$ cat src/rtl/sram_1rw1r_port_arbiter.sv
// Three-client front end for a 1RW+1R SRAM macro: two round-robin RW clients on port 0,
// one read-only client on port 1, registered macro pins and fixed-latency read strobes.
module sram_1rw1r_port_arbiter #(
  parameter int DATA_WIDTH = 32,
  parameter int ADDR_WIDTH = 8,
  parameter int NUM_WMASKS = 4,
  parameter int RD_LATENCY = 1
) (
  input  logic                  clk,
  input  logic                  rst_n,
  // RW client 0
  input  logic                  req0_valid,
  output logic                  req0_ready,
  input  logic                  req0_we,
  input  logic [NUM_WMASKS-1:0] req0_wmask,
  input  logic [ADDR_WIDTH-1:0] req0_addr,
  input  logic [DATA_WIDTH-1:0] req0_wdata,
  output logic                  rsp0_valid,
  output logic [DATA_WIDTH-1:0] rsp0_rdata,
  // RW client 1
  input  logic                  req1_valid,
  output logic                  req1_ready,
  input  logic                  req1_we,
  input  logic [NUM_WMASKS-1:0] req1_wmask,
  input  logic [ADDR_WIDTH-1:0] req1_addr,
  input  logic [DATA_WIDTH-1:0] req1_wdata,
  output logic                  rsp1_valid,
  output logic [DATA_WIDTH-1:0] rsp1_rdata,
  // read-only client on port 1
  input  logic                  rd_valid,
  output logic                  rd_ready,
  input  logic [ADDR_WIDTH-1:0] rd_addr,
  output logic                  rd_rsp_valid,
  output logic [DATA_WIDTH-1:0] rd_rsp_rdata,
  // macro port 0
  output logic                  sram_csb0,
  output logic                  sram_web0,
  output logic [NUM_WMASKS-1:0] sram_wmask0,
  output logic [ADDR_WIDTH-1:0] sram_addr0,
  output logic [DATA_WIDTH-1:0] sram_din0,
  input  logic [DATA_WIDTH-1:0] sram_dout0,
  // macro port 1
  output logic                  sram_csb1,
  output logic [ADDR_WIDTH-1:0] sram_addr1,
  input  logic [DATA_WIDTH-1:0] sram_dout1
);

  localparam int DEPTH = RD_LATENCY + 1;

  logic                  last_q, last_d;
  logic                  gnt0, gnt1, p0_acc, p1_acc, wr_hazard;
  logic                  acc_we;
  logic [NUM_WMASKS-1:0] acc_wmask;
  logic [ADDR_WIDTH-1:0] acc_addr;
  logic [DATA_WIDTH-1:0] acc_wdata;

  logic                  csb0_q, csb0_d, web0_q, web0_d;
  logic [NUM_WMASKS-1:0] wmask0_q, wmask0_d;
  logic [ADDR_WIDTH-1:0] addr0_q, addr0_d;
  logic [DATA_WIDTH-1:0] din0_q, din0_d;
  logic                  csb1_q, csb1_d;
  logic [ADDR_WIDTH-1:0] addr1_q, addr1_d;

  logic [DEPTH-1:0]      p0_vld_q, p0_vld_d, p0_id_q, p0_id_d, p1_vld_q, p1_vld_d;
  logic                  rsp0_valid_q, rsp0_valid_d, rsp1_valid_q, rsp1_valid_d;
  logic                  rd_rsp_valid_q, rd_rsp_valid_d;
  logic [DATA_WIDTH-1:0] rsp0_rdata_q, rsp0_rdata_d, rsp1_rdata_q, rsp1_rdata_d;
  logic [DATA_WIDTH-1:0] rd_rsp_rdata_q, rd_rsp_rdata_d;

  // last_q = 1 means client 1 won the most recent arbitration
  always_comb begin
    gnt0      = req0_valid & (~req1_valid | last_q);
    gnt1      = req1_valid & (~req0_valid | ~last_q);
    p0_acc    = gnt0 | gnt1;
    last_d    = p0_acc ? gnt1 : last_q;
    acc_we    = gnt1 ? req1_we    : req0_we;
    acc_wmask = gnt1 ? req1_wmask : req0_wmask;
    acc_addr  = gnt1 ? req1_addr  : req0_addr;
    acc_wdata = gnt1 ? req1_wdata : req0_wdata;
    // port-1 read stalls one cycle behind a same-address write so it sees the new word
    wr_hazard = p0_acc & acc_we & (acc_addr == rd_addr);
    p1_acc    = rd_valid & ~wr_hazard;
  end

  assign req0_ready = gnt0;
  assign req1_ready = gnt1;
  assign rd_ready   = ~wr_hazard;

  always_comb begin
    csb0_d   = ~p0_acc;
    web0_d   = web0_q;
    wmask0_d = wmask0_q;
    addr0_d  = addr0_q;
    din0_d   = din0_q;
    if (p0_acc) begin
      web0_d   = ~acc_we;
      wmask0_d = acc_wmask;
      addr0_d  = acc_addr;
      din0_d   = acc_wdata;
    end
    csb1_d  = ~p1_acc;
    addr1_d = p1_acc ? rd_addr : addr1_q;
  end

  // Ownership pipeline: stage RD_LATENCY lines up with usable macro dout
  always_comb begin
    p0_vld_d       = {p0_vld_q[DEPTH-2:0], p0_acc & ~acc_we};
    p0_id_d        = {p0_id_q[DEPTH-2:0], gnt1};
    p1_vld_d       = {p1_vld_q[DEPTH-2:0], p1_acc};
    rsp0_valid_d   = p0_vld_q[RD_LATENCY] & ~p0_id_q[RD_LATENCY];
    rsp1_valid_d   = p0_vld_q[RD_LATENCY] &  p0_id_q[RD_LATENCY];
    rd_rsp_valid_d = p1_vld_q[RD_LATENCY];
    rsp0_rdata_d   = rsp0_valid_d   ? sram_dout0 : rsp0_rdata_q;
    rsp1_rdata_d   = rsp1_valid_d   ? sram_dout0 : rsp1_rdata_q;
    rd_rsp_rdata_d = rd_rsp_valid_d ? sram_dout1 : rd_rsp_rdata_q;
  end

  always_ff @(posedge clk or negedge rst_n) begin
    if (!rst_n) begin
      last_q         <= 1'b1;
      csb0_q         <= 1'b1;
      web0_q         <= 1'b1;
      wmask0_q       <= '0;
      addr0_q        <= '0;
      din0_q         <= '0;
      csb1_q         <= 1'b1;
      addr1_q        <= '0;
      p0_vld_q       <= '0;
      p0_id_q        <= '0;
      p1_vld_q       <= '0;
      rsp0_valid_q   <= 1'b0;
      rsp1_valid_q   <= 1'b0;
      rd_rsp_valid_q <= 1'b0;
      rsp0_rdata_q   <= '0;
      rsp1_rdata_q   <= '0;
      rd_rsp_rdata_q <= '0;
    end else begin
      last_q         <= last_d;
      csb0_q         <= csb0_d;
      web0_q         <= web0_d;
      wmask0_q       <= wmask0_d;
      addr0_q        <= addr0_d;
      din0_q         <= din0_d;
      csb1_q         <= csb1_d;
      addr1_q        <= addr1_d;
      p0_vld_q       <= p0_vld_d;
      p0_id_q        <= p0_id_d;
      p1_vld_q       <= p1_vld_d;
      rsp0_valid_q   <= rsp0_valid_d;
      rsp1_valid_q   <= rsp1_valid_d;
      rd_rsp_valid_q <= rd_rsp_valid_d;
      rsp0_rdata_q   <= rsp0_rdata_d;
      rsp1_rdata_q   <= rsp1_rdata_d;
      rd_rsp_rdata_q <= rd_rsp_rdata_d;
    end
  end

  assign sram_csb0    = csb0_q;
  assign sram_web0    = web0_q;
  assign sram_wmask0  = wmask0_q;
  assign sram_addr0   = addr0_q;
  assign sram_din0    = din0_q;
  assign sram_csb1    = csb1_q;
  assign sram_addr1   = addr1_q;
  assign rsp0_valid   = rsp0_valid_q;
  assign rsp1_valid   = rsp1_valid_q;
  assign rd_rsp_valid = rd_rsp_valid_q;
  assign rsp0_rdata   = rsp0_rdata_q;
  assign rsp1_rdata   = rsp1_rdata_q;
  assign rd_rsp_rdata = rd_rsp_rdata_q;

endmodule
$ cat config.mk
export PLATFORM = sky130hd
export DESIGN_NAME = sram_1rw1r_port_arbiter
export DESIGN_NICKNAME = d
export VERILOG_FILES = /design/src/rtl/sram_1rw1r_port_arbiter.sv
export SDC_FILE = /design/constraint.sdc
export NUM_CORES = 1
export LEC_CHECK = 0
export CAP_MARGIN = 20
export CORE_UTILIZATION = 33
export DETAILED_ROUTE_END_ITERATION = 10
export GPL_TIMING_DRIVEN = 1
export PLACE_DENSITY_LB_ADDON = 0.2
export SLEW_MARGIN = 20
export SYNTH_ARGS = -nofsm -noshare
export SYNTH_HDL_FRONTEND = slang
export SYNTH_SLANG_ARGS = --single-unit
export TNS_END_PERCENT = 5
$ cat constraint.sdc
create_clock -name clk -period 2.8 [get_ports clk]
set_input_delay 0.56 -clock clk [delete_from_list [all_inputs] [get_ports clk]]
set_output_delay 0.56 -clock clk [all_outputs]
set_load 0.05 [all_outputs]
Word-level counts from Yosys, hierarchy flattened
Index checks and enable logic that the tools add are counted.
- register bits: 161
- input bits: 167
- output and inout bits: 157
- logic and storage cells: 41
- equality and inequality tests: 1
- mux-type cells: 4
- bitwise gates (word level): 19
- operator list (cell ; count):
    2-to-1 mux 32 bit ; 1
    AND 1 bit ; 8
    == test 8 bit ; 1
    2-to-1 mux 8 bit ; 1
    inverter 1 bit ; 8
    2-to-1 mux 4 bit ; 1
    OR 1 bit ; 3
    2-to-1 mux 1 bit ; 1

Logic depth before layout (Yosys ltp)
Gate-level depths: netlist of run 1.
- depth in word-level cells: 9
- mapped depth: 10
- gate-level depth less buffers: 8

Worst setup path before layout of run 1
Ideal clock, no wire load.
- path kind: input to output
- start: input port req0_valid
- end: output port rd_ready
- arrival: 1.883 ns
- required time: 2.240 ns
- path slack: 0.357 ns
- stages on the path: 8
- buffers on the path: 1
- cell sequence: nand2_1 nand2_2 inv_2 buf_6 mux2i_1 a211oi_1 o21a_1 nand3_1
- longest elaborated chain between the ends: 7
- elaborated cells on any way between the ends: 11
- those cells by class: 1 x eq/ne; 2 x mux; 8 x bitwise
- ends and longest elaborated chain (item ; line ; text):
    start: declaration ; 12 ; input logic req0_valid,
    inverter 1 bit * ; 73 ; gnt1 = req1_valid & (~req0_valid | ~last_q);
    OR 1 bit * ; 73 ;
    AND 1 bit * ; 73 ;
    via req1_ready ; 22 ; output logic req1_ready,
    2-to-1 mux 8 bit (tied with other cells) ; 78 ; acc_addr = gnt1 ? req1_addr : req0_addr;
    == test 8 bit or AND 1 bit (tied branches) ; 81 ; wr_hazard = p0_acc & acc_we & (acc_addr == rd_addr);
    AND 1 bit * ; 81 ;
    inverter 1 bit * ; 87 ; assign rd_ready = ~wr_hazard;
    end: declaration ; 31 ; output logic rd_ready,
Mark *: on every way through the listed nets, which the timed path passes. The rest lies on a longest branch.

Worst setup path in the final report of run 1
- start: input port req0_valid
- end: output port rd_ready
- longest elaborated chain between the ends: 7
- elaborated cells on any way between the ends: 11
- those cells by class: 1 x eq/ne; 2 x mux; 8 x bitwise
- ends and longest elaborated chain (item ; line):
    inverter 1 bit ; 73
    OR 1 bit ; 73
    AND 1 bit ; 73
    2-to-1 mux 8 bit (tied with other cells) ; 78
    == test 8 bit or AND 1 bit (tied branches) ; 81
    AND 1 bit * ; 81
    inverter 1 bit * ; 87
Every way passes the cells marked *; elsewhere a longest branch is shown, timed or not.

==> flow_summary.toml, run 1 <==
[outcome]
status = "completed"

[sta]
relSlewSlack_pct = 60.1
finalClockSkew_ps = 9.62
setup_viol = 0
slew_violations = 0
finalCritPeriodShare_pct = 97.2
fin_tns_setup_ps = 0
min_period_ps = 2720
max_clock_freq_ghz = 0.367
timing.hold.ws_ps = 119
tightest_slew_ps = 598
rsz0062_at_grt = "no"
hold_viol_final = 0

[pwr]
leakage_nw = 4.52
pwr-share-seq_pct = 34.8
power_density_nw_per_um2 = 765
p_int_w = 0.00519
switching_share_pct = 38.1
irDropWorstVdd_v = 0.000381
clkPwrFrac_pct = 27.0
pwr-share-comb_pct = 38.1
p_sw_w = 0.00320

[floorplanning]
core_sq_um = 19700
die_h_um = 145
io_pins = 324
die_w_um = 145
row_count = 51
die-area_sq_um = 21000
start_util_pct = 34.1

[worst_setup_path]
worst_ep_required_time_ps = 2240
r2r-start = "last_q"
reg2regPathDepth = 8
slowest_stage = "or4_1"
worst_ep_arrival_time_ps = 2160
path_max_fanout = 4
cp-start-kind = "input pin"
r2r_slack_ps = 630
critPathKind = "in2out"
cp_slowest_stage_delay_ps = 530
worstPathCellList = "clkdlybuf4s50_1, nand2_1, nand2_2, inv_2, or4_1, o21ai_2, nand3_1, buf_4"
critPathCaptureType = "output pin"
r2r-end = "sram_addr1[5]"

[yosys]
synth_nets = 724
synth_area_sq_um = 6730
synthFlopType = "dfrtp_1"
yosys_warnings = 0
synth_cells = 557
ys_seq_elements = 161
yosysUniqueCellTypes = 37
syn_area_per_cell_sq_um = 12.1
seq_area_frac_synth_pct = 60.0
synth_edf_count = 0
async_reset_ff_share_pct = 100

[global_route]
overflow = 0
grt_pass1_vias = 5631
grt_max_degree = 73
track_usage_pct = 18.9
antenna_found_initial = 0
grt_pass1_wl_mm = 30.0

[detailed_routing]
first_iter_violations = 167
vias = 5489
wl_per_cell_um = 16.4
drt_wl_total_mm = 19.2
firstDrtPassIters = 4
drt.antenna.violating_nets = 0
drc_errors = 0
viasPerCell = 4.70

[clocking]
cts_max_path_buffers = 2
clk_latency_ps = 420
htreeDepth = 4
clk_pin_slew_worst_paths_ps = 70
clkSinkCount = 161
cts_inserted_buffers = 17
cts_root_buffer = "clkbuf_16"
cts_tree = "built"
cts_hold_buf = 0

[min_path]
min_path_type = "in2async"

[final_layout]
final_cell_mix = "clkdlybuf4s50_1, dfrtp_1, mux2_2"
antenna_cells = 0
n_fill_cell = 1724
layout_commonest_cell = "clkdlybuf4s50_1"
stdcell_count = 1169
layout.nets = 1058
layout-drive-gt1-share_pct = 19.4
areaGrowthSynthToFinish_pct = 63.0

[placed_design]
dp_hpwl_mm = 14.0
io_buffer_count = 323
dp_cells = 1137
place.gp.congestion = 0.845

[flow_run]
drv_cap = 0
-- layer usage --
layer | GRT usage (%) | vias to the layer above | wire (um)
met4 | 6.32 | 0 | 278
met5 | 0 | - | 0
met3 | 7.86 | 23 | 2010
met2 | 30.6 | 239 | 9120
li1 | - | 2602 | -
met1 | 22.7 | 2625 | 7800
-- worst max-delay path, delay by kind of cell --
family | cells | cell delay, ps
simple gates | 4 | 770
compound gates | 1 | 100
buf+inv | 3 | 730
-- worst max path at each step --
stage,slack (ps),endpoint,cells after the start,startpoint
floorplan,360,rd_ready,8,req0_valid
global placement,-5,rd_ready,7,rd_addr[7]
detailed placement,20,rd_ready,7,rd_addr[7]
CTS,20,rd_ready,7,rd_addr[7]
global route,7,rd_ready,8,req0_valid
finish,80,rd_ready,8,req0_valid
-- power by group through the flow --
stage / registers, W / clock network, W / logic, W
4_1_cts: 0.00293 / 0.00234 / 0.00323
3_5_place_dp: 0.00297 / 0 / 0.00323
6_report: 0.00292 / 0.00227 / 0.00320
3_3_place_gp: 0.00295 / 0 / 0.00321
5_1_grt: 0.00298 / 0.00245 / 0.00337
2_1_floorplan: 0.00432 / 0 / 0.000564
-- cell type report --
class                   count  area, sq um  share of cell area [%]
repair buffers            349         3460                    31.5
clock inverters            14          148                    1.35
flip-flops and latches    161         4030                    36.8
clock buffers              18          429                    3.91
multi-input cells         353         2530                    23.1
inverters                   9         33.8                   0.308
well taps                 265          332                    3.02
-- registers in the layout, summed over array words and instances (netlist names), 2 cells and up --
| register | count |
|---|---|
| rd_rsp_rdata | 32 |
| p0_vld_q | 2 |
| p0_id_q | 2 |
| sram_addr0 | 8 |
| rsp1_rdata | 32 |
| sram_din0 | 32 |
| sram_addr1 | 8 |
| sram_wmask0 | 4 |
| p1_vld_q | 2 |
| rsp0_rdata | 32 |
-- kinds of logic after synthesis --
group,Yosys count,synth area share (%)
buf+inv,43,2.62
xor+xnor,10,1.30
flops,161,60.0
simple gates,107,7.68
mux,106,18.1
compound gates,130,10.3
-- metrics by stage --
| step | total power [W] | worst slack [ps] | utilization [%] | area (sq um) |
|---|---|---|---|---|
| 6_report | 0.00839 | 78.6 | 55.6 | 11000 |
| 5_1_grt | 0.00879 | 6.75 | 55.6 | 11000 |
| 4_1_cts | 0.00850 | 19.8 | 55.5 | 10900 |
| 3_5_place_dp | 0.00620 | 24.7 | 52.6 | 10400 |
| 3_3_place_gp | 0.00617 | -4.65 | 52.6 | 10400 |
| 2_1_floorplan | 0.00489 | 357 | - | 6730 |
-- synthesized netlist by cell type, drive strengths merged (2+ instances only) --
library cell,instances,area share (%)
xnor2,9,1.2
clkbuf,26,1.5
dfrtp,157,58
nand2,55,3.1
nand2b,37,3.4
buf,8,0.67
a21o,2,0.22
mux2,103,18
a211oi,2,0.22
mux2i,3,0.45
o21ai,40,3.0
dfstp,4,1.6
inv,8,0.45
nand3,2,0.15
a31oi,6,0.56
a21oi,72,5.4
nor2,7,0.39
nand4,2,0.19
-- what timing repair did --
action | CTS | global route
gates resized for setup | 0 | 4
setup buffers | 0 | 0
endpoints found under the setup margin | 0 | 1
(Power assumes the default switching activity.)
==> run 2, diff against run 1 <==
--- a/config.mk
+++ b/config.mk
@@ -5,11 +5,11 @@
 export SDC_FILE = /design/constraint.sdc
 export NUM_CORES = 1
 export LEC_CHECK = 0
-export CAP_MARGIN = 20
 export CORE_UTILIZATION = 33
 export DETAILED_ROUTE_END_ITERATION = 10
 export GPL_TIMING_DRIVEN = 1
 export PLACE_DENSITY_LB_ADDON = 0.2
+export SKIP_LAST_GASP = 1
 export SLEW_MARGIN = 20
 export SYNTH_ARGS = -nofsm -noshare
 export SYNTH_HDL_FRONTEND = slang
==> results of run 2 <==
Final layout, timing and power as in run 1 (identical DEF).
==> run 3, diff against run 2 <==
--- a/config.mk
+++ b/config.mk
@@ -9,6 +9,7 @@
 export DETAILED_ROUTE_END_ITERATION = 10
 export GPL_TIMING_DRIVEN = 1
 export PLACE_DENSITY_LB_ADDON = 0.2
+export RECOVER_POWER = 25
 export SKIP_LAST_GASP = 1
 export SLEW_MARGIN = 20
 export SYNTH_ARGS = -nofsm -noshare
==> run 3 against run 2 <==
  * The run now ends with max-capacitance violations, max-slew violations left
  * Register-to-register slack is essentially flat
  * Design area decreased by 0.26%
  * Clock power about the same
  * Critical path type unchanged
  * Sequential cell count unchanged
  * Global-route usage did not move
  * Setup slack is essentially flat
  * Clock skew is essentially flat
  * Worst hold slack improved by 220 ps
  * Sequential power about the same
  * Via count increased by 0.46%
  * Utilization decreased by 0.15 points
==> flow_summary.toml, run 3 (synthesized netlist as in run 1, its figures left out) <==
[global_route]
track_usage_pct = 18.9
grt_pass1_vias = 5631
grt_max_degree = 73
overflow = 0
grt_pass1_wl_mm = 30.0
antenna_found_initial = 0

[worst_setup_path]
r2r-start = "last_q"
cp-start-kind = "input pin"
worst_ep_required_time_ps = 2240
crit_start = "req0_valid"
path_max_fanout = 4
worst_ep_arrival_time_ps = 2160
worstPathCellList = "clkdlybuf4s50_1, nand2_1, nand2_2, inv_2, or4_1, o21ai_2, nand3_1, buf_4"
slowest_stage = "or4_1"
r2r-end = "sram_addr1[5]"
r2r_slack_ps = 630
critPathKind = "in2out"
critPathCaptureType = "output pin"
reg2regPathDepth = 8
cp_slowest_stage_delay_ps = 530

[final_layout]
layout_commonest_cell = "clkdlybuf4s50_1"
n_fill_cell = 1725
antenna_cells = 0
fin_area_sq_um = 10900
layout-drive-gt1-share_pct = 19.1
layout.nets = 1058
areaGrowthSynthToFinish_pct = 62.6
final_cell_mix = "clkdlybuf4s50_1, dfrtp_1, mux2_2"

[sta]
finalCritPeriodShare_pct = 97.2
setup_viol = 0
hold_viol_final = 0
tightest_slew_ps = 1520
max_clock_freq_ghz = 0.368
relSlewSlack_pct = -1.37
rsz0062_at_grt = "no"
slew_violations = 64
fin_tns_setup_ps = 0
finalClockSkew_ps = 9.71
min_period_ps = 2720

[min_path]
min_path_cells = 2
min_path_type = "in2reg"
hold_end = "sram_csb0"
min_from = "req1_valid"

[placed_design]
place.gp.congestion = 0.845
placed_cell_area_sq_um = 10400
io_buffer_count = 323
dp_hpwl_mm = 14.0

[flow_run]
drv_cap = 1

[clocking]
clk_pin_slew_worst_paths_ps = 70
cts_inserted_buffers = 17
clk_latency_ps = 420
htreeDepth = 4
cts_max_path_buffers = 2
cts_tree = "built"
cts_root_buffer = "clkbuf_16"
clkSinkCount = 161
postCtsSetupRepairBufs = 0

[detailed_routing]
wl_per_cell_um = 16.4
drt.antenna.violating_nets = 0
viasPerCell = 4.72
drt_wl_total_mm = 19.2
drc_errors = 0
vias = 5514
firstDrtPassIters = 4
first_iter_violations = 182

[outcome]
failed_checks = "max-capacitance violations, max-slew violations"
status = "finished with violations"

[floorplanning]
die_w_um = 145
row_count = 51
core_sq_um = 19700
die-area_sq_um = 21000
die_h_um = 145
start_util_pct = 34.1
io_pins = 324

[pwr]
irDropWorstVdd_v = 0.000381
power_density_nw_per_um2 = 767
leakage_nw = 4.50
p_total_w = 0.00839
==> run 3: per-stage QoR <==
step	cells	setup WS (ps)	hold slack [ps]	util, %
after global routing	1169	6.75	333	55.5
after floorplan	557	357	264	-
after detailed placement	1137	24.7	342	52.6
final	1169	79.0	343	55.5
after global placement	1137	-4.65	334	52.6
after CTS	1169	19.8	132	55.5
==> run 3: worst max path at each step <==
stage / end / slack [ps] / depth (start not counted)
6_report: rd_ready / 80 / 8
5_1_grt: rd_ready / 7 / 8
4_1_cts: rd_ready / 20 / 7
3_5_place_dp: rd_ready / 20 / 7
3_3_place_gp: rd_ready / -5 / 7
2_1_floorplan: rd_ready / 360 / 8
==> run 3: layout make-up <==
class	instances	area, sq um	area share [%]
Tap cell	265	332	3.03
Multi-Input combinational cell	353	2530	23.1
Inverter	9	33.8	0.309
Clock inverter	14	148	1.35
Timing Repair Buffer	349	3430	31.4
Sequential cell	161	4030	36.9
Clock buffer	18	429	3.92
==> run 3: routing by layer <==
metal | track usage, % | vias to the layer above | share of wire, %
met5 | 0 | - | 0
met4 | 6.32 | 0 | 1.5
met3 | 7.86 | 23 | 10
met2 | 30.6 | 238 | 47
met1 | 22.7 | 2650 | 41
li1 | - | 2603 | -
==> run 3: power by group <==
part | internal (W) | switching, W | leakage (nW)
combinational | 0.00121 | 0.00198 | 2.34
sequential | 0.00272 | 0.000200 | 1.89
clock | 0.00125 | 0.00102 | 0.271
total | 0.00519 | 0.00320 | 4.50
==> run 3: worst max-delay path, delay by kind of cell <==
family,cells,cell delay [ps]
simple gates,4,770
compound gates,1,100
buf+inv,3,730
==> run 3: repair_timing <==
| item | in CTS | in global routing |
|---|---|---|
| setup endpoints to repair | 0 | 1 |
| hold endpoints to repair | 0 | 0 |
| hold buffers | 0 | 0 |
| resized for setup | 0 | 4 |
